### config.mk
export PLATFORM = sky130hd
export DESIGN_NAME = fitness_eval
export DESIGN_NICKNAME = d
export VERILOG_FILES = /design/src/rtl/fitness_pkg.sv /design/src/rtl/fitness_eval_match_count.sv /design/src/rtl/fitness_eval.sv
export SDC_FILE = /design/constraint.sdc
export NUM_CORES = 1
export LEC_CHECK = 0
export ABC_AREA = 1
export CAP_MARGIN = 30
export CORE_ASPECT_RATIO = 1.75
export CORE_MARGIN = 2
export CORE_UTILIZATION = 40
export CTS_CLUSTER_SIZE = 28
export DETAILED_ROUTE_END_ITERATION = 8
export GPL_TIMING_DRIVEN = 0
export PLACE_DENSITY_LB_ADDON = 0.15
export REMOVE_ABC_BUFFERS = 1
export SLEW_MARGIN = 40
export SYNTH_ARGS = -nofsm -noshare
export SYNTH_HDL_FRONTEND = slang
export SYNTH_SLANG_ARGS = --single-unit
### constraint.sdc
create_clock -name clk -period 3 [get_ports clk]
set_input_delay 0.9 -clock clk [delete_from_list [all_inputs] [get_ports clk]]
set_output_delay 0.9 -clock clk [all_outputs]
set_load 0.01 [all_outputs]
### src/rtl/fitness_pkg.sv
// Shared types and width helpers for the fitness evaluator.
package fitness_pkg;

  typedef enum logic [1:0] {
    IDLE   = 2'd0,
    SETTLE = 2'd1,
    SAMPLE = 2'd2,
    DONE   = 2'd3
  } fe_state_t;

  // Number of truth-table rows for an n_in-bit circuit input.
  function automatic int n_rows(input int n_in);
    return 1 << n_in;
  endfunction

  // Total number of truth-table bits compared per evaluation.
  function automatic int n_bits(input int n_in, input int n_out);
    return n_rows(n_in) * n_out;
  endfunction

  // Width of a score that must hold 0..n_bits inclusive.
  function automatic int fw(input int n_in, input int n_out);
    return $clog2(n_bits(n_in, n_out) + 1);
  endfunction

  // Width of the settle wait counter (counts 0..settle-1, at least 1 bit).
  function automatic int wait_w(input int settle);
    return (settle < 2) ? 1 : $clog2(settle);
  endfunction

endpackage

### src/rtl/fitness_eval_match_count.sv
// Combinational popcount of chrom_out XNOR the target row for one truth-table row.
module match_count
  import fitness_pkg::*;
#(
  parameter int N_OUT = 1,
  parameter int CW    = $clog2(N_OUT + 1)
) (
  input  logic [N_OUT-1:0] chrom_out,
  input  logic [N_OUT-1:0] target_row,
  output logic [CW-1:0]    count
);

  logic [N_OUT-1:0] hit;

  assign hit = ~(chrom_out ^ target_row);

  // Count the output bits that agree with the target row.
  always_comb begin
    count = '0;
    for (int j = 0; j < N_OUT; j++) begin
      count = count + CW'(hit[j]);
    end
  end

endmodule

### src/rtl/fitness_eval.sv
// Sequential fitness evaluator: sweeps every input vector through a combinational
// circuit, waits SETTLE_CYCLES, samples the response and scores it against a
// target truth table.
// Optional feature macro: FITNESS_MASK_EN adds the mismatch_mask output.
//
// Handshake: start is a request accepted only on a cycle where busy=0 (IDLE);
// requests while busy are dropped, not queued. busy rises the cycle after the
// accepted start and stays high through the single-cycle done pulse; fitness,
// perfect (and mismatch_mask) are valid from done onward and hold until the
// next done.
module fitness_eval
  import fitness_pkg::*;
#(
  parameter int N_IN          = 2,
  parameter int N_OUT         = 1,
  parameter int SETTLE_CYCLES = 2
) (
  input  logic                          clk,
  input  logic                          rst,
  input  logic                          start,
  input  logic [n_bits(N_IN,N_OUT)-1:0] target,
  output logic [N_IN-1:0]               chrom_in,
  input  logic [N_OUT-1:0]              chrom_out,
  output logic                          busy,
  output logic                          done,
  output logic [fw(N_IN,N_OUT)-1:0]     fitness,
  output logic                          perfect,
`ifdef FITNESS_MASK_EN
  output logic [n_bits(N_IN,N_OUT)-1:0] mismatch_mask,
`endif
  output fe_state_t                     dbg_state
);

  localparam int N_ROWS = n_rows(N_IN);
  localparam int N_BITS = n_bits(N_IN, N_OUT);
  localparam int FW     = fw(N_IN, N_OUT);
  localparam int CW     = $clog2(N_OUT + 1);
  localparam int WW     = wait_w(SETTLE_CYCLES);
  localparam int RW     = N_IN + 1;

  // Row counter is one bit wider than chrom_in so the last-row compare never wraps.
  localparam logic [RW-1:0] LAST_ROW  = RW'(N_ROWS - 1);
  localparam logic [WW-1:0] WAIT_LAST = WW'((SETTLE_CYCLES > 0) ? SETTLE_CYCLES - 1 : 0);
  localparam logic [FW-1:0] FIT_MAX   = FW'(N_BITS);

  fe_state_t         state_q;
  logic [RW-1:0]     row_q;
  logic [WW-1:0]     wait_q;
  logic [N_BITS-1:0] tgt_q;
  logic [FW-1:0]     acc_q;
  logic [FW-1:0]     acc_next;
  logic [N_OUT-1:0]  row_tgt;
  logic [CW-1:0]     row_cnt;

  assign dbg_state = state_q;

  // Select the latched target bits belonging to the current row.
  always_comb begin
    row_tgt = '0;
    for (int v = 0; v < N_ROWS; v++) begin
      if (row_q == RW'(v)) row_tgt = tgt_q[v*N_OUT +: N_OUT];
    end
  end

  match_count #(
    .N_OUT (N_OUT),
    .CW    (CW)
  ) u_match_count (
    .chrom_out  (chrom_out),
    .target_row (row_tgt),
    .count      (row_cnt)
  );

  assign acc_next = acc_q + FW'(row_cnt);

`ifdef FITNESS_MASK_EN
  logic [N_BITS-1:0] mask_q;
  logic [N_BITS-1:0] mask_next;

  // Record which bits of the current row disagree with the target.
  always_comb begin
    mask_next = mask_q;
    for (int v = 0; v < N_ROWS; v++) begin
      if (row_q == RW'(v)) mask_next[v*N_OUT +: N_OUT] = chrom_out ^ row_tgt;
    end
  end
`endif

  // Evaluation FSM: sweep rows, accumulate matches, publish on done.
  always_ff @(posedge clk or posedge rst) begin
    if (rst) begin
      state_q  <= IDLE;
      row_q    <= '0;
      wait_q   <= '0;
      tgt_q    <= '0;
      acc_q    <= '0;
      chrom_in <= '0;
      busy     <= 1'b0;
      done     <= 1'b0;
      fitness  <= '0;
      perfect  <= 1'b0;
`ifdef FITNESS_MASK_EN
      mask_q        <= '0;
      mismatch_mask <= '0;
`endif
    end else begin
      case (state_q)
        IDLE: begin
          done <= 1'b0;
          if (start) begin
            tgt_q    <= target;
            acc_q    <= '0;
            chrom_in <= '0;
            row_q    <= '0;
            wait_q   <= '0;
            busy     <= 1'b1;
`ifdef FITNESS_MASK_EN
            mask_q   <= '0;
`endif
            state_q  <= (SETTLE_CYCLES == 0) ? SAMPLE : SETTLE;
          end
        end
        SETTLE: begin
          if (wait_q == WAIT_LAST) begin
            wait_q  <= '0;
            state_q <= SAMPLE;
          end else begin
            wait_q <= wait_q + 1'b1;
          end
        end
        SAMPLE: begin
          acc_q <= acc_next;
`ifdef FITNESS_MASK_EN
          mask_q <= mask_next;
`endif
          if (row_q == LAST_ROW) begin
            state_q  <= DONE;
            done     <= 1'b1;
            fitness  <= acc_next;
            perfect  <= (acc_next == FIT_MAX);
            chrom_in <= '0;
`ifdef FITNESS_MASK_EN
            mismatch_mask <= mask_next;
`endif
          end else begin
            row_q    <= row_q + 1'b1;
            chrom_in <= chrom_in + 1'b1;
            state_q  <= (SETTLE_CYCLES == 0) ? SAMPLE : SETTLE;
          end
        end
        DONE: begin
          done    <= 1'b0;
          busy    <= 1'b0;
          state_q <= IDLE;
        end
        default: state_q <= IDLE;
      endcase
    end
  end

endmodule

# Yosys cells after proc, flatten, opt, wreduce, memory -nomap -nowiden
# Index checks and enable logic that the tools add are counted.
# Widths: inputs -> output; s select.
[totals] mem_bits_rw=0 elab_cells=64 rom_bits=0 ff_bits=21 output_inout_bits=10 latch_bits=0 memories=0 inputBits=8
[op_classes] mux=22 n_lt_le_gt_ge=0 n_shift=0 multipliers=0 bitwise=2 reduce_logical=15 div=0 n_addsub=4 eq_ne=11
[op_table] operator="$reduce_and 2->1" n=7
[op_table] operator="$pmux 3 s2" n=2
[op_table] operator="$mux 2" n=5
[op_table] operator="$mux 1" n=8
[op_table] operator="$ne 2x2->1 const B" n=4
[op_table] operator="$pmux 2 s4" n=1
[op_table] operator="$reduce_bool 2->1" n=4
[op_table] operator="$eq 3x2->1 const B" n=2
[op_table] operator="$mux 3" n=2
[op_table] operator="$pmux 1 s2" n=3
[op_table] operator="$eq 2x2->1 const B" n=2
[op_table] operator="$pmux 2 s2" n=1
[op_table] operator="$add 3x1->3" n=1
[op_table] operator="$add 3x1->3 const B" n=1
[op_table] operator="$eq 3x1->1 const B" n=1
[op_table] operator="$eq 3x3->1 const B" n=1
[op_table] operator="$logic_not 3->1" n=1
[op_table] operator="$reduce_and 3->1" n=1
[op_table] operator="$add 2x1->2 const B" n=1
[op_table] operator="$eq 2x1->1 const B" n=1
[op_table] operator="$logic_not 2->1" n=1
[op_table] operator="$reduce_or 2->1" n=1
[op_table] operator="$add 1x1->1 const B" n=1
[op_table] operator="$not 1->1" n=1
[op_table] operator="$xor 1x1->1" n=1

# Depth between registers and ports, before layout
[depth] depth_word=9 ltp_mapped=14 mapped_depth_nobuf=14

# Modules after synthesis
# Synthesis repeated with hierarchy kept, for this count alone.
[hier_totals] cells_unflattened=148 hier_area_um2=1152.4
[by_module_without_submodules] mod="fitness_eval" cells_each=143 instances=1 area_each_um2=1133.6 seq_area_each_um2=525.5
[by_module_without_submodules] mod="match_count" cells_each=5 instances=1 area_each_um2=18.8 seq_area_each_um2=0.0

# Worst setup path before layout
# Ideal clock, no wire load.
[synth_timing] path_type="flip-flop to flip-flop" start="register row_q[0]" end="register perfect" setup_time_ps=65 required_ps=2935 n_path_buf=0 t_arrival_ps=1879 path_stages_with_launch=14 slack_ps=1056 period_less_slack_ps=1944 cell_sequence="dfrtp_1 -> ha_1 -> ha_1 -> inv_1 -> nand2_1 -> nor2_1 -> nand2_1 -> nand3_1 -> nand2_1 -> ha_1 -> ha_1 -> nor2_1 -> nand3_1 -> nand2_1"
[synth_via] elab_chain_cells=9 word_cells_on_any_way=13 cone_classes="1 x add/sub; 4 x eq/ne; 4 x mux; 2 x bitwise; 2 x reduce/logical"
[synth_rtl] element="start, declared" line="fitness_eval.sv:47" text="logic [RW-1:0] row_q;"
[synth_rtl] element="start signal, assigned" line="fitness_eval.sv:146" text="row_q <= row_q + 1'b1;"
[synth_rtl] element="$logic_not 3->1" line="fitness_eval.sv:61" text="if (row_q == RW'(v)) row_tgt = tgt_q[v*N_OUT +: N_OUT];"
[synth_rtl] element="$mux 1 (3 in a row)" line="fitness_eval.sv:61"
[synth_rtl] element="$mux 1 *" line="fitness_eval.sv:61"
[synth_rtl] element="$xor 1x1->1 *" line="fitness_eval_match_count.sv:15" text="assign hit = ~(chrom_out ^ target_row);"
[synth_rtl] element="$not 1->1 *" line="fitness_eval_match_count.sv:15"
[synth_rtl] element="$add 3x1->3 *" line="fitness_eval.sv:74" text="assign acc_next = acc_q + FW'(row_cnt);"
[synth_rtl] element="via acc_next[1]" line="fitness_eval.sv:51" text="logic [FW-1:0] acc_next;"
[synth_rtl] element="$eq 3x3->1 *" line="fitness_eval.sv:140" text="perfect <= (acc_next == FIT_MAX);"
[synth_rtl] element="end signal, assigned" line="fitness_eval.sv:140"
[synth_rtl] element="end, declared" line="fitness_eval.sv:27" text="output logic perfect,"
# Mark *: on every way through the listed nets, which the timed path passes. The rest lies on a longest branch.
# A chain may end at the register's enable or synchronous reset.

# Final worst setup path
[layout_timing] start="register row_q[0]" end="register perfect"
[layout_via] elab_chain_cells=9 word_cells_on_any_way=13 cone_classes="1 x add/sub; 4 x eq/ne; 4 x mux; 2 x bitwise; 2 x reduce/logical"
[layout_rtl] element="$logic_not 3->1" line="fitness_eval.sv:61"
[layout_rtl] element="$mux 1 (4 in a row)" line="fitness_eval.sv:61"
[layout_rtl] element="$xor 1x1->1" line="fitness_eval_match_count.sv:15"
[layout_rtl] element="$not 1->1" line="fitness_eval_match_count.sv:15"
[layout_rtl] element="$add 3x1->3" line="fitness_eval.sv:74"
[layout_rtl] element="$eq 3x3->1" line="fitness_eval.sv:140"
# Parallel ways exist; a longest one is shown, timed or not.

==> results.txt <==
commonest cells after routing, fill and taps aside = nand2_1 (44), dfrtp_1 (21), clkdlybuf4s50_1 (17), inv_1 (15), ha_1 (11)
via count = 866
die area = 3190 µm²
vias per std cell = 4.84
reg2reg path depth = 13
clock-pin slew on the worst setup and hold paths = 0.07 ns
data required time at the worst endpoint = 3.19 ns
Post-CTS Hold Fix Bufs = 0
Worst Clk Skew = 0.00351 ns
Yosys cell types = 17
WL per Instance = 12.0 µm
Core Area = 2660 µm²
Pins Over Slew Limit = 0
largest net degree at the start of global routing = 22
Sink Count = 21
RePlAce Congestion = 0.757
IO buf count = 17
Iteration-0 DRC Markers = 33
Initial Utilization = 41.2%
Mapped Area = 1100 µm²
crit path DAT = 2.42 ns
GR Overflow Total = 0
Longest Clk Path Bufs = 2
Slowest-stage cell, CP = dfrtp_1
H-tree Lvls = 1
Pleak = 0.727 nW
Worst-Skew Late Latency = 0.25 ns
crit path from = row_q[0]
nets@finish = 172
final setup fails = 0
utilization after layout = 50.6%
Root Driver = clkbuf_8
CTS tree = yes
sequential cell area fraction in the yosys report = 47.9%
R2R setup slack = 0.77 ns
total track usage = 15.3%
TNS Setup = 0 ns
max frequency = 449 MHz
antenna viol nets, final = 0
final hold vios = 0
cell count after synthesis = 131
Yosys top cell area share = 47.9%
DRT Wirelength = 2160 µm
commonest non-fill, non-tap cell in the layout = nand2_1
die height = 73.3 µm
worst-path cell chain = ha_1 -> ha_1 -> inv_1 -> nand2_1 -> nor2_1 -> nand2_1 -> nand3_1 -> nand2_1 -> ha_1 -> ha_1 -> xor2_1 -> nand3_1 -> nand2_1
slowest stage delay, CP = 0.43 ns
Reg-to-Reg End = perfect
Synth area leader = dfrtp_1
DP HPWL = 1690 µm
reg2reg start = row_q[0]
RSZ-0062 raised after global routing = false
Max IR drop VDD = 0.569 mV
Antenna diodes = 0
Max FO, Critical Path = 5
Post-CTS Setup Inserts = 0
DRC viols = 0
Worst Setup EP = perfect
initial antenna violation count = 0
endpoint type of the worst setup path = register
first-pass GRT wire length = 3830 µm
Final Cycle Share = 74.2%
min Tclk post-route = 2.23 ns
status = completed
chip width = 43.6 µm
via count of the first global-routing pass = 946
top post-synthesis cells by area = dfrtp_1 (48%), nand2_1 (15%), ha_1 (13%)
P per Cell Area = 997 nW/µm²
total of max-cap violations = 0
Area growth, synth to finish = 22.7%
post-synthesis register bit count = 21
CTS resizes = 0
mean post-synth cell area = 8.37 µm²
TritonCTS Buffers = 3
I/O pin count = 18
Setup Crit Path Kind = reg2reg
row count = 25
synth warn = 0
Hold Path Class = reg2reg
share of layout cells above drive strength 1 = 8.55%
Slew HR = 70.3%
startpoint types = register
drt pass-1 iters = 4
worst slew pin tran = 0.445 ns
-- stage by stage --
step	total power, mW	instance area [µm²]	hold WS [ns]	cells	setup WS [ns]
final	1.34	1350	0.486	179	0.774
after global routing	1.48	1350	0.518	179	0.542
after CTS	1.36	1350	0.487	179	0.731
after detailed placement	1.18	1300	0.470	175	0.531
after global placement	1.15	1300	0.465	175	0.536
after floorplan	0.923	1100	0.448	131	1.06
-- area by class of cell --
| cell class | count | area [µm²] |
|---|---|---|
| Fill cell | 265 | 1310 |
| Sequential cell | 21 | 526 |
| Tap cell | 27 | 33.8 |
| Timing Repair Buffer | 17 | 170 |
| Clock buffer | 4 | 45.0 |
| Multi-Input combinational cell | 90 | 495 |
| Inverter | 20 | 75.1 |
-- state kept, by name (all words and copies together), names as in the netlist --
signal,count
acc_q,3
busy,1
chrom_in,2
dbg_state,2
done,1
fitness,3
perfect,1
row_q,3
tgt_q,4
wait_q,1
-- where the power goes --
group | leakage (nW) | internal (mW) | switching (mW) | total (mW)
Combinational | 0.442 | 0.293 | 0.374 | 0.667
Sequential | 0.262 | 0.406 | 0.0867 | 0.493
Clock | 0.0228 | 0.0944 | 0.0860 | 0.180
-- routing by layer --
layer / up-vias / GRT usage, % / share of wire, %
met1: 402 / 18.4 / 44
li1: 446 / - / -
met4: 0 / 4.38 / 0.79
met2: 16 / 27.8 / 52
met3: 2 / 1.97 / 3.2
met5: - / 0 / 0
-- cell usage after synthesis --
cell     count
inv_1       16
nand3_1      8
nor3_1       1
nor2_1       7
xor2_1       1
o21ai_1      5
nor2_2       1
ha_1        11
nand2_4      1
inv_2        4
nand2_1     44
a21oi_1      6
dfrtp_1     21
nand2_2      2
o21ai_0      1
o21ai_4      1
o22ai_1      1
-- how the worst min path moves through the flow --
stage	cells after the start	to	start	slack, ns
detailed placement	2	acc_q[0]	acc_q[0]	0.47
floorplan	2	acc_q[0]	acc_q[0]	0.45
global placement	2	acc_q[0]	acc_q[0]	0.46
CTS	2	acc_q[0]	acc_q[0]	0.49
finish	2	acc_q[0]	acc_q[0]	0.49
global route	2	fitness[2]	fitness[2]	0.52
-- cells by family after synthesis --
family                   synth area share (%)
AND/OR/NAND/NOR                          24.3
flip-flops                               47.9
buffers and inverters                    6.85
AO/OA/AOI/OAI                            7.53
adder cells (fa/ha/maj)                  12.6
XOR/XNOR                                0.799
-- worst max-delay path, delay by kind of cell (launching register included) --
kind	cells	cell delay (ns)
flops	1	0.43
buf+inv	1	0.07
xor+xnor	1	0.27
simple gates	7	0.55
fa+ha+maj	4	0.85
(Power assumes the default switching activity.)
